===== config.mk =====
export PLATFORM = sky130hd
export DESIGN_NAME = pulse_filter_multi
export DESIGN_NICKNAME = d
export VERILOG_FILES = /design/src/rtl/pulse_filter_pkg.sv /design/src/rtl/pulse_filter_chan.sv /design/src/rtl/pulse_filter_multi.sv
export SDC_FILE = /design/constraint.sdc
export NUM_CORES = 1
export LEC_CHECK = 0
export ABC_AREA = 1
export BUFFER_PORTS_ARGS = -buffer_cell sky130_fd_sc_hd__buf_4
export CAP_MARGIN = 40
export CELL_PAD_IN_SITES_DETAIL_PLACEMENT = 1
export CELL_PAD_IN_SITES_GLOBAL_PLACEMENT = 1
export CORE_MARGIN = 4
export CORE_UTILIZATION = 46
export DETAILED_ROUTE_END_ITERATION = 6
export HOLD_SLACK_MARGIN = 0.02
export PLACE_DENSITY_LB_ADDON = 0.3
export SYNTH_ARGS = -nofsm -noshare
export SYNTH_HDL_FRONTEND = slang
export SYNTH_SLANG_ARGS = --single-unit

===== constraint.sdc =====
create_clock -name clk -period 2.42 [get_ports clk]
set_input_delay 0.484 -clock clk [delete_from_list [all_inputs] [get_ports clk]]
set_output_delay 0.484 -clock clk [all_outputs]
set_load 0.005 [all_outputs]

===== src/rtl/pulse_filter_pkg.sv =====
// Shared constants and edge classification for the multi-channel pulse filter.
package pulse_filter_pkg;

    localparam int unsigned DEF_CNT_W       = 22;
    localparam int unsigned DEF_SYNC_STAGES = 2;

    // Threshold presets in clk periods at 20 MHz.
    localparam int unsigned THR_200MS = 4_000_000;
    localparam int unsigned THR_10MS  = 200_000;

    typedef enum logic [1:0] {
        EDGE_NONE,
        EDGE_RISE,
        EDGE_FALL
    } edge_e;

    function automatic edge_e edge_of(input logic prev, input logic nxt);
        if (!prev && nxt) begin
            return EDGE_RISE;
        end else if (prev && !nxt) begin
            return EDGE_FALL;
        end
        return EDGE_NONE;
    endfunction

endpackage


===== src/rtl/pulse_filter_chan.sv =====
// One filter channel: input synchroniser, rise/fall threshold counter,
// bypass, registered edge strobes and sticky glitch flag.
module pulse_filter_chan
    import pulse_filter_pkg::*;
#(
    parameter int unsigned CNT_W       = DEF_CNT_W,
    parameter int unsigned SYNC_STAGES = DEF_SYNC_STAGES
) (
    input  logic             clk,
    input  logic             rst_n,
    input  logic             pulse_in,
    input  logic [CNT_W-1:0] rise_thres,
    input  logic [CNT_W-1:0] fall_thres,
    input  logic             filter_en,
    input  logic             glitch_clr,
    output logic             pulse_out,
    output logic             rise_pulse,
    output logic             fall_pulse,
    output logic             glitch_flag
);

    logic [SYNC_STAGES-1:0] sync_q, sync_d;
    logic [CNT_W-1:0]       cnt_q, cnt_d;
    logic                   out_q, out_d;
    logic                   rise_q, rise_d;
    logic                   fall_q, fall_d;
    logic                   glitch_q, glitch_d;

    logic             s;
    logic [CNT_W-1:0] thr;
    logic             glitch_set;
    edge_e            edge_kind;

    always_comb begin
        sync_d     = {sync_q[SYNC_STAGES-2:0], pulse_in};
        s          = sync_q[SYNC_STAGES-1];
        thr        = out_q ? fall_thres : rise_thres;
        out_d      = out_q;
        cnt_d      = '0;
        glitch_set = 1'b0;

        // The counter only advances while below thr, so it can never wrap.
        if (!filter_en) begin
            out_d = s;
        end else if (s != out_q) begin
            if (cnt_q < thr) begin
                cnt_d = cnt_q + CNT_W'(1);
            end else begin
                out_d = s;
            end
        end else begin
            glitch_set = (cnt_q != '0);
        end

        edge_kind = edge_of(out_q, out_d);
        rise_d    = (edge_kind == EDGE_RISE);
        fall_d    = (edge_kind == EDGE_FALL);
        glitch_d  = glitch_set | (glitch_q & ~glitch_clr);
    end

    always_ff @(posedge clk or negedge rst_n) begin
        if (!rst_n) begin
            sync_q   <= '0;
            cnt_q    <= '0;
            out_q    <= 1'b0;
            rise_q   <= 1'b0;
            fall_q   <= 1'b0;
            glitch_q <= 1'b0;
        end else begin
            sync_q   <= sync_d;
            cnt_q    <= cnt_d;
            out_q    <= out_d;
            rise_q   <= rise_d;
            fall_q   <= fall_d;
            glitch_q <= glitch_d;
        end
    end

    assign pulse_out   = out_q;
    assign rise_pulse  = rise_q;
    assign fall_pulse  = fall_q;
    assign glitch_flag = glitch_q;

endmodule


===== src/rtl/pulse_filter_multi.sv =====
// Multi-channel debounce filter: CH_NUM independent pulse_filter_chan
// instances sharing the rise/fall thresholds.
module pulse_filter_multi
    import pulse_filter_pkg::*;
#(
    parameter int unsigned CH_NUM      = 8,
    parameter int unsigned CNT_W       = DEF_CNT_W,
    parameter int unsigned SYNC_STAGES = DEF_SYNC_STAGES
) (
    input  logic              clk,
    input  logic              rst_n,
    input  logic [CH_NUM-1:0] pulse_in,
    input  logic [CNT_W-1:0]  rise_thres,
    input  logic [CNT_W-1:0]  fall_thres,
    input  logic [CH_NUM-1:0] filter_en,
    input  logic [CH_NUM-1:0] glitch_clr,
    output logic [CH_NUM-1:0] pulse_out,
    output logic [CH_NUM-1:0] rise_pulse,
    output logic [CH_NUM-1:0] fall_pulse,
    output logic [CH_NUM-1:0] glitch_flag
);

    for (genvar i = 0; i < CH_NUM; i++) begin : g_chan
        pulse_filter_chan #(
            .CNT_W       (CNT_W),
            .SYNC_STAGES (SYNC_STAGES)
        ) u_chan (
            .clk         (clk),
            .rst_n       (rst_n),
            .pulse_in    (pulse_in[i]),
            .rise_thres  (rise_thres),
            .fall_thres  (fall_thres),
            .filter_en   (filter_en[i]),
            .glitch_clr  (glitch_clr[i]),
            .pulse_out   (pulse_out[i]),
            .rise_pulse  (rise_pulse[i]),
            .fall_pulse  (fall_pulse[i]),
            .glitch_flag (glitch_flag[i])
        );
    end

endmodule


==> metrics.txt, run 1 <==
final wirelength ~72,000 microns; FMAX 0.413 GHz; Vias approximately 19,000; layout cells sized above 1 around 17%; IO Count 102; CTS HTree Levels 1; asr flop ratio synth 100%; post-route setup slack -0.000627 ns; minimum clock period around 2.4 ns; met1 WL a little under 30,000 microns; crit-path cells buf_12 -> buf_12 -> nand2_2 -> o21ai_2 -> ha_1 -> a21oi_2 -> nor2_1 -> nor3_1 -> nand2_1 -> nand2_2 -> nand3_4 -> clkbuf_16 -> nor2_4; TritonRoute pass-1 iters 5; Synthesized Nets 2,918; Syn Area/Cell 7.08 sq um; number of global-route vias before repair slightly above 20,000; Worst EP required between 2 and 3 ns; Slowest cell on crit path dfrtp_2; endpoints failing hold 0; first-pass GRT wire length ~110,000 microns; met3 wire len 5260 microns; fin util 56.4%; CTS buffer count 28; die width approximately 210 microns; Sw Share between 20 and 30%; Pint 0.00762 W; iteration-0 DRC count of the detailed router around 1,300; Clock power frac 45.2%; met2 WL approximately 35,000 microns; number of synthesized flops with an enable pin 0; sequential power share between 30% and 40%; Tcrit/Tclk final 100%; Die ar. 0.0443 sq mm; kind of critical path reg -> reg; routed vias/inst ~5.7; largest net degree at the start of global routing 63; clock slew at reported path FFs 0.06 ns; DRC Markers 0; CP Launch Type flip-flop; Leakage around 11 nW; Setup Total Neg Slack -0.000815 ns; Row Count between 70 and 80; Worst Path Max Fanout 9; Multi-input gate area 0.0117 sq mm; core area 0.0401 sq mm; Mapped Cells 2,664; Final ANT Viol Nets 0; area delta synth->final 20.0%; clock sinks between 200 and 250; Worst Skew ~0.014 ns; mean routed wirelength per cell 21.2 microns; sequential-to-total area share from yosys stat 29.7%; Place WS -0.245 ns; Max VDD drop slightly below 0.5 mV; Max clock buf depth 3; Register Area between 0.005 and 0.006 sq mm; final setup violation count 2; Die Ht between 200 and 250 microns; synth unique cells 40; Inst Count DP around 3,300; CTS tree done; CTS Root Cell clkbuf_16; unrepaired setup endpoints after global routing true; worst-margin pin slew just under 0.6 ns; Slew HR about three fifths; All-Layer GR Usage a little under a third; CP Capture Type flip-flop; fillers approximately 5,000; ys flop type dfrtp_1; Max Slew Vio Count 0; Worst path max stage delay 0.46 ns; Port Buf Inserts between 100 and 150; status finished, violations left; initial antenna violation count 1; MaxCap Viol Count 0; Yosys Warn Count 0; Worst Hold Class in -> reg; crit path DAT around 2.9 ns; Nets about 3,100; combinational share of power a little under a fifth; failing checks setup timing; pwr/cell area roughly 480 mW/mm^2; Post-Layout Cell Count approximately 3,400; worst skew pair latency between 0.5 and 0.6 ns; grt total ovfl 0; post-synthesis register bit count about 220; Mapped Area 0.0189 sq mm; Sw Pwr ~0.0032 W; starting density of the core 47.0%; routability cong. 0.951; top routing layer in use met4; post-DP HPWL slightly above 50,000 microns
==> flip-flops by register name, indices dropped and copies added, names as in the netlist <==
name and flops:
g_chan.u_chan.cnt_q 176, g_chan.u_chan.fall_pulse 8, g_chan.u_chan.glitch_flag 8, g_chan.u_chan.pulse_out 8
g_chan.u_chan.rise_pulse 8, g_chan.u_chan.sync_q 16
==> logic make-up after synthesis <==
logic type | after synthesis | share of synthesized area [%]
buffers and inverters | 394 | 9.13
AOI/OAI and AO/OA | 295 | 8.29
DFF | 224 | 29.7
xor gates and xnor gates | 88 | 4.09
adders and majority gates | 184 | 12.2
and+or+nand+nor | 1479 | 36.5
==> cell type report <==
cell class,instances,area share [%]
multi-input cells,2047,51.8
flip-flops and latches,224,24.8
repair buffers,231,10.5
inverters,314,5.23
clock buffers,36,3.64
well taps,525,2.90
clock inverters,16,1.12
diodes,3,0.0332
==> per-layer routing <==
layer / vias to the layer above / global-route usage, %
met1: 9371 / 38.2
met5: - / 0
li1: 8986 / -
met2: 656 / 53.0
met3: 205 / 6.44
met4: 0 / 12.9
==> cell usage after synthesis (all sizes together) (2+ instances only) <==
| cell type | n | area [sq um] |
|---|---|---|
| nand2 | 728 | 2780 |
| nor2 | 379 | 1820 |
| inv | 314 | 1180 |
| dfrtp | 224 | 5610 |
| o21ai | 213 | 1070 |
| ha | 184 | 2300 |
| nand3 | 184 | 1050 |
| nor3 | 101 | 673 |
| xor2 | 66 | 578 |
| a21oi | 59 | 329 |
| nand4 | 53 | 338 |
| buf | 48 | 420 |
| clkbuf | 32 | 120 |
| nor4 | 23 | 150 |
| xnor2 | 22 | 193 |
| a21boi | 7 | 52.6 |
| a21o | 6 | 45.0 |
| o21a | 6 | 45.0 |
| nand3b | 4 | 30.0 |
| o22ai | 4 | 25.0 |
| nor3b | 3 | 22.5 |
| and3 | 2 | 12.5 |
==> repair_timing <==
action | 4_1_cts | 5_1_grt
gates resized for setup | 10 | 64
pin swaps | 1 | 21
setup buffers | 1 | 13
cloned | 0 | 8
endpoints found under the hold margin | 63 | 0
hold buffers | 9 | 0
endpoints found under the setup margin | 61 | 153
==> layout by cell type, fill, tap and decap left out, types with 6 or more instances in the layout <==
cell	count
nor2_1	268
clkbuf_16	36
buf_12	38
xnor2_1	22
xor2_1	66
o21a_1	6
nand3_4	7
o21ai_1	17
nor3_1	73
nand2_2	17
o21ai_0	193
nand4_1	52
ha_1	184
buf_4	175
a21o_1	6
clkbuf_8	7
a21boi_0	7
nand3_1	164
bufinv_16	6
nor2_2	70
nor2_4	41
clkinvlp_4	6
nand3_2	14
nand2_1	707
dlygate4sd3_1	9
inv_2	13
inv_1	299
dfrtp_1	221
a21oi_1	54
nor4_1	22
nor3_2	21
nor3_4	7
==> power groups by stage <==
stage	Sequential [W]	Clock [W]	Combinational, W
final	0.00387	0.00490	0.00207
after global routing	0.00388	0.00513	0.00225
after CTS	0.00387	0.00494	0.00190
after detailed placement	0.00393	0	0.00186
after global placement	0.00393	0	0.00176
after floorplan	0.00391	0	0.00103
==> stage by stage <==
stage	power (W)	hold slack [ns]	instance area, sq um
final	0.0108	0.0891	22600
after global routing	0.0113	0.0748	22600
after CTS	0.0107	0.0676	22100
after detailed placement	0.00579	0.336	20900
after global placement	0.00569	0.334	20900
after floorplan	0.00494	0.188	18900
==> worst max-delay path: cells and delay by family (launching register included) <==
family / cells / cell delay [ns]
AND/OR/NAND/NOR: 7 / 0.85
buffers and inverters: 3 / 0.51
flip-flops: 1 / 0.46
adder cells (fa/ha/maj): 1 / 0.32
AO/OA/AOI/OAI: 2 / 0.19
==> final timing paths <==
| check | startpoint | endpoint | slack, ns | cells after the start |
|---|---|---|---|---|
| min in group asynchronous | rst_n | g_chan[5].u_chan.cnt_q[16]$_DFF_PN0_ | 0.45 | 2 |
| max reg2reg | g_chan[3].u_chan.pulse_out$_DFF_PN0_ | g_chan[3].u_chan.cnt_q[5]$_DFF_PN0_ | -0.0006 | 13 |
| min reg2reg | g_chan[3].u_chan.sync_q[0]$_DFF_PN0_ | g_chan[3].u_chan.sync_q[1]$_DFF_PN0_ | 0.35 | 0 |
| min | glitch_clr[6] | g_chan[6].u_chan.glitch_flag$_DFF_PN0_ | 0.09 | 2 |
| max | g_chan[3].u_chan.pulse_out$_DFF_PN0_ | g_chan[3].u_chan.cnt_q[5]$_DFF_PN0_ | -0.0006 | 13 |
| max in group asynchronous | rst_n | g_chan[6].u_chan.cnt_q[17]$_DFF_PN0_ | 1.24 | 3 |
(Power assumes the default switching activity.)
==> run 2: changes to the inputs <==
Settings changed: ABC_AREA 1 to not set, CORE_UTILIZATION 46 to 49, SETUP_SLACK_MARGIN set to 0.1.
==> run 2 against run 1 <==
  * The flow still finishes with violations (setup timing)
  * Largest power group unchanged
  * Power grew 7.9%
  * Wire length grew 39%
  * First-iteration DRC count grew 140%
  * Hold slack lost 0.088 ns
  * Critical path depth shrank 2
  * Global-route usage grew 8.0 points
  * Setup slack lost 1.7 ns
==> metrics.txt, run 2 <==
status finished, violations left; failing checks setup timing; CTS Root Cell clkbuf_16; routability cong. roughly 0.89; Worst path max stage delay 0.91 ns; pwr/cell area approximately 520 mW/mm^2; endpoints failing hold 0; most common library cells after synthesis dfrtp_1 (224), nor2_1 (213), ha_1 (184); kind of critical path reg -> reg; Row Count 66; MaxCap Viol Count 0; Port Buf Inserts just over 100; asr flop ratio synth between 90% and 100%; Nets about 2,200; number of global-route vias before repair between 15,000 and 20,000; Mapped Cells approximately 1,700; Largest Register g_chan.u_chan.cnt_q; fin util 69.6%; delay-heaviest family, CP multiplexers; post-route setup slack -1.72 ns; final setup violation count 201; Max clock buf depth 3; CP Capture Type flip-flop; DP Area 0.0187 sq mm; Hold Slack approximately 0.0012 ns; DRC Markers 0; Tcrit/Tclk final 171%; Synth area leader dfrtp_1; biggest regs g_chan.u_chan.cnt_q (176), g_chan.u_chan.sync_q (16); FMAX about 0.24 GHz; Die Ht between 150 and 200 microns; die width between 150 and 200 microns; core area between 0.03 and 0.04 sq mm; Vias roughly 19,000; synth unique cells a little over 60; unrepaired setup endpoints after global routing true; max FFs per register ~180; starting density of the core between 40% and 50%; ys flop type dfrtp_1; worst skew pair latency around 0.6 ns; most frequent cell after synthesis dfrtp_1; iteration-0 DRC count of the detailed router ~3,000; Worst Skew about 0.028 ns; crit path DAT ~4.6 ns; CTS tree done; All-Layer GR Usage 39.0%; Worst EP required just under 3 ns; Syn Area/Cell 9.56 sq um; Synthesized Nets approximately 2,000; dominant cells by area after synthesis dfrtp_1 (35%), ha_1 (14%), mux2i_1 (11%), xor2_1 (5.4%), nor2_1 (4.9%); clock slew at reported path FFs ~0.070 ns; Leakage ~10 nW; CP Launch Type flip-flop; number of synthesized flops with an enable pin 0; routed vias/inst a little under 8; largest net degree at the start of global routing 93; Final ANT Viol Nets 0; grt total ovfl 0; crit-path cells buf_12 -> buf_4 -> mux2i_1 -> ha_1 -> nand2_1 -> o21ai_1 -> a2111oi_4 -> o2111ai_2 -> buf_4 -> buf_12 -> nor2_4; most common cell after layout, fill and taps aside buf_4; TritonRoute pass-1 iters 7; post-route cell area between 0.02 and 0.025 sq mm; worst-margin pin slew roughly 1.3 ns; Yosys Warn Count 0; CTS buffer count 27; CP Buf/Inv Count 4; Max Slew Vio Count 0; commonest cells after routing, fill and taps aside buf_4 (290), dfrtp_1 (220), ha_1 (165); CTS HTree Levels 1; clock sinks roughly 220; minimum clock period a little over 4 ns; Mapped Area 0.0162 sq mm; share of the synthesized area in the top cell type ~35%; Slew HR ~11%; Slowest cell on crit path mux2i_1; final wirelength 100,000 microns; post-synthesis register bit count roughly 220; first-pass GRT wire length 109,000 microns; IO Count between 100 and 150; area delta synth->final 40.0%; Worst Path Max Fanout 7; Max VDD drop 0.499 mV; post-DP HPWL just over 40,000 microns; layout cells sized above 1 36.9%; initial antenna violation count 4; mean routed wirelength per cell between 40 and 50 microns; Worst Hold Class in -> reg; sequential-to-total area share from yosys stat between 30 and 40%; Die ar. 0.0360 sq mm
## run 2: cell count changes in the layout (fill, tap and decap cells not counted), sizes merged, moves of 34 or more
cell,before,now
nor2,379,223
mux2i,0,172
inv,315,51
nand2,728,92
buf,215,370
xnor2,22,68
nor3,101,25
o21ai,213,22
xor2,66,100
nand3,185,77
## run 2: repair_timing
action | 4_1_cts | 5_1_grt
hold endpoints to repair | 23 | 1
gates cloned | 16 | 11
gates resized for setup | 226 | 279
pin swaps | 103 | 111
buffers inserted | 39 | 29
setup endpoints to repair | 200 | 200
hold buffers | 1 | 1
## run 2: cell families (layout without fill, tap and decap cells)
family / count (synthesis) / after routing / share of synthesized area, %
compound gates: 150 / 150 / 6.43
xor+xnor: 168 / 168 / 9.10
fa+ha+maj: 184 / 184 / 14.2
buf+inv: 169 / 475 / 5.05
flops: 224 / 224 / 34.7
mux: 184 / 184 / 11.5
other cells: 0 / 11 / 0
simple gates: 613 / 622 / 19.0
## run 2: through the flow
stage | std cells | setup TNS, ns | power (W) | setup WS, ns
final | 2460 | -151.36 | 0.0117 | -1.72
after global routing | 2450 | -142.86 | 0.0118 | -1.44
after CTS | 2412 | -22.73 | 0.0105 | -0.200
after detailed placement | 2312 | -39.68 | 0.00597 | -0.331
after global placement | 2312 | -26.70 | 0.00586 | -0.235
after floorplan | 1692 | -7.34 | 0.00513 | -0.152
## run 2: final timing paths
check                           cells after the start  slack (ns)                                 start                                     end
worst max-delay path                               11       -1.72  g_chan[7].u_chan.pulse_out$_DFF_PN0_    g_chan[7].u_chan.cnt_q[21]$_DFF_PN0_
worst min-delay path                                1       0.001                           pulse_in[2]    g_chan[2].u_chan.sync_q[0]$_DFF_PN0_
worst min register to register                      0        0.35  g_chan[0].u_chan.sync_q[0]$_DFF_PN0_    g_chan[0].u_chan.sync_q[1]$_DFF_PN0_
max in group asynchronous                           3        1.11                                 rst_n    g_chan[7].u_chan.pulse_out$_DFF_PN0_
min in group asynchronous                           2        0.43                                 rst_n  g_chan[0].u_chan.glitch_flag$_DFF_PN0_
worst max register to register                     11       -1.72  g_chan[7].u_chan.pulse_out$_DFF_PN0_    g_chan[7].u_chan.cnt_q[21]$_DFF_PN0_
## run 2: area by class of cell
cell class	instances	area, sq um
Multi-Input combinational cell	1308	11700
Fill cell	3335	9890
Sequential cell	224	5610
Timing Repair Buffer	379	3740
Clock buffer	37	753
Tap cell	442	553
Inverter	51	191
Clock inverter	8	90.1
Antenna cell	11	27.5
## run 2: per-layer routing
metal / global-route usage [%] / part of all wire (%) / vias to the layer above
met5: 0 / 0.034 / -
met4: 22.0 / 12 / 6
met2: 65.2 / 41 / 2228
li1: - / - / 6606
met1: 46.9 / 32 / 9042
met3: 8.18 / 15 / 1099
## run 2: power by group
group / internal (W) / total, W / switching, W
Combinational: 0.00144 / 0.00341 / 0.00197
Clock: 0.00236 / 0.00433 / 0.00197
Sequential: 0.00383 / 0.00395 / 0.000127
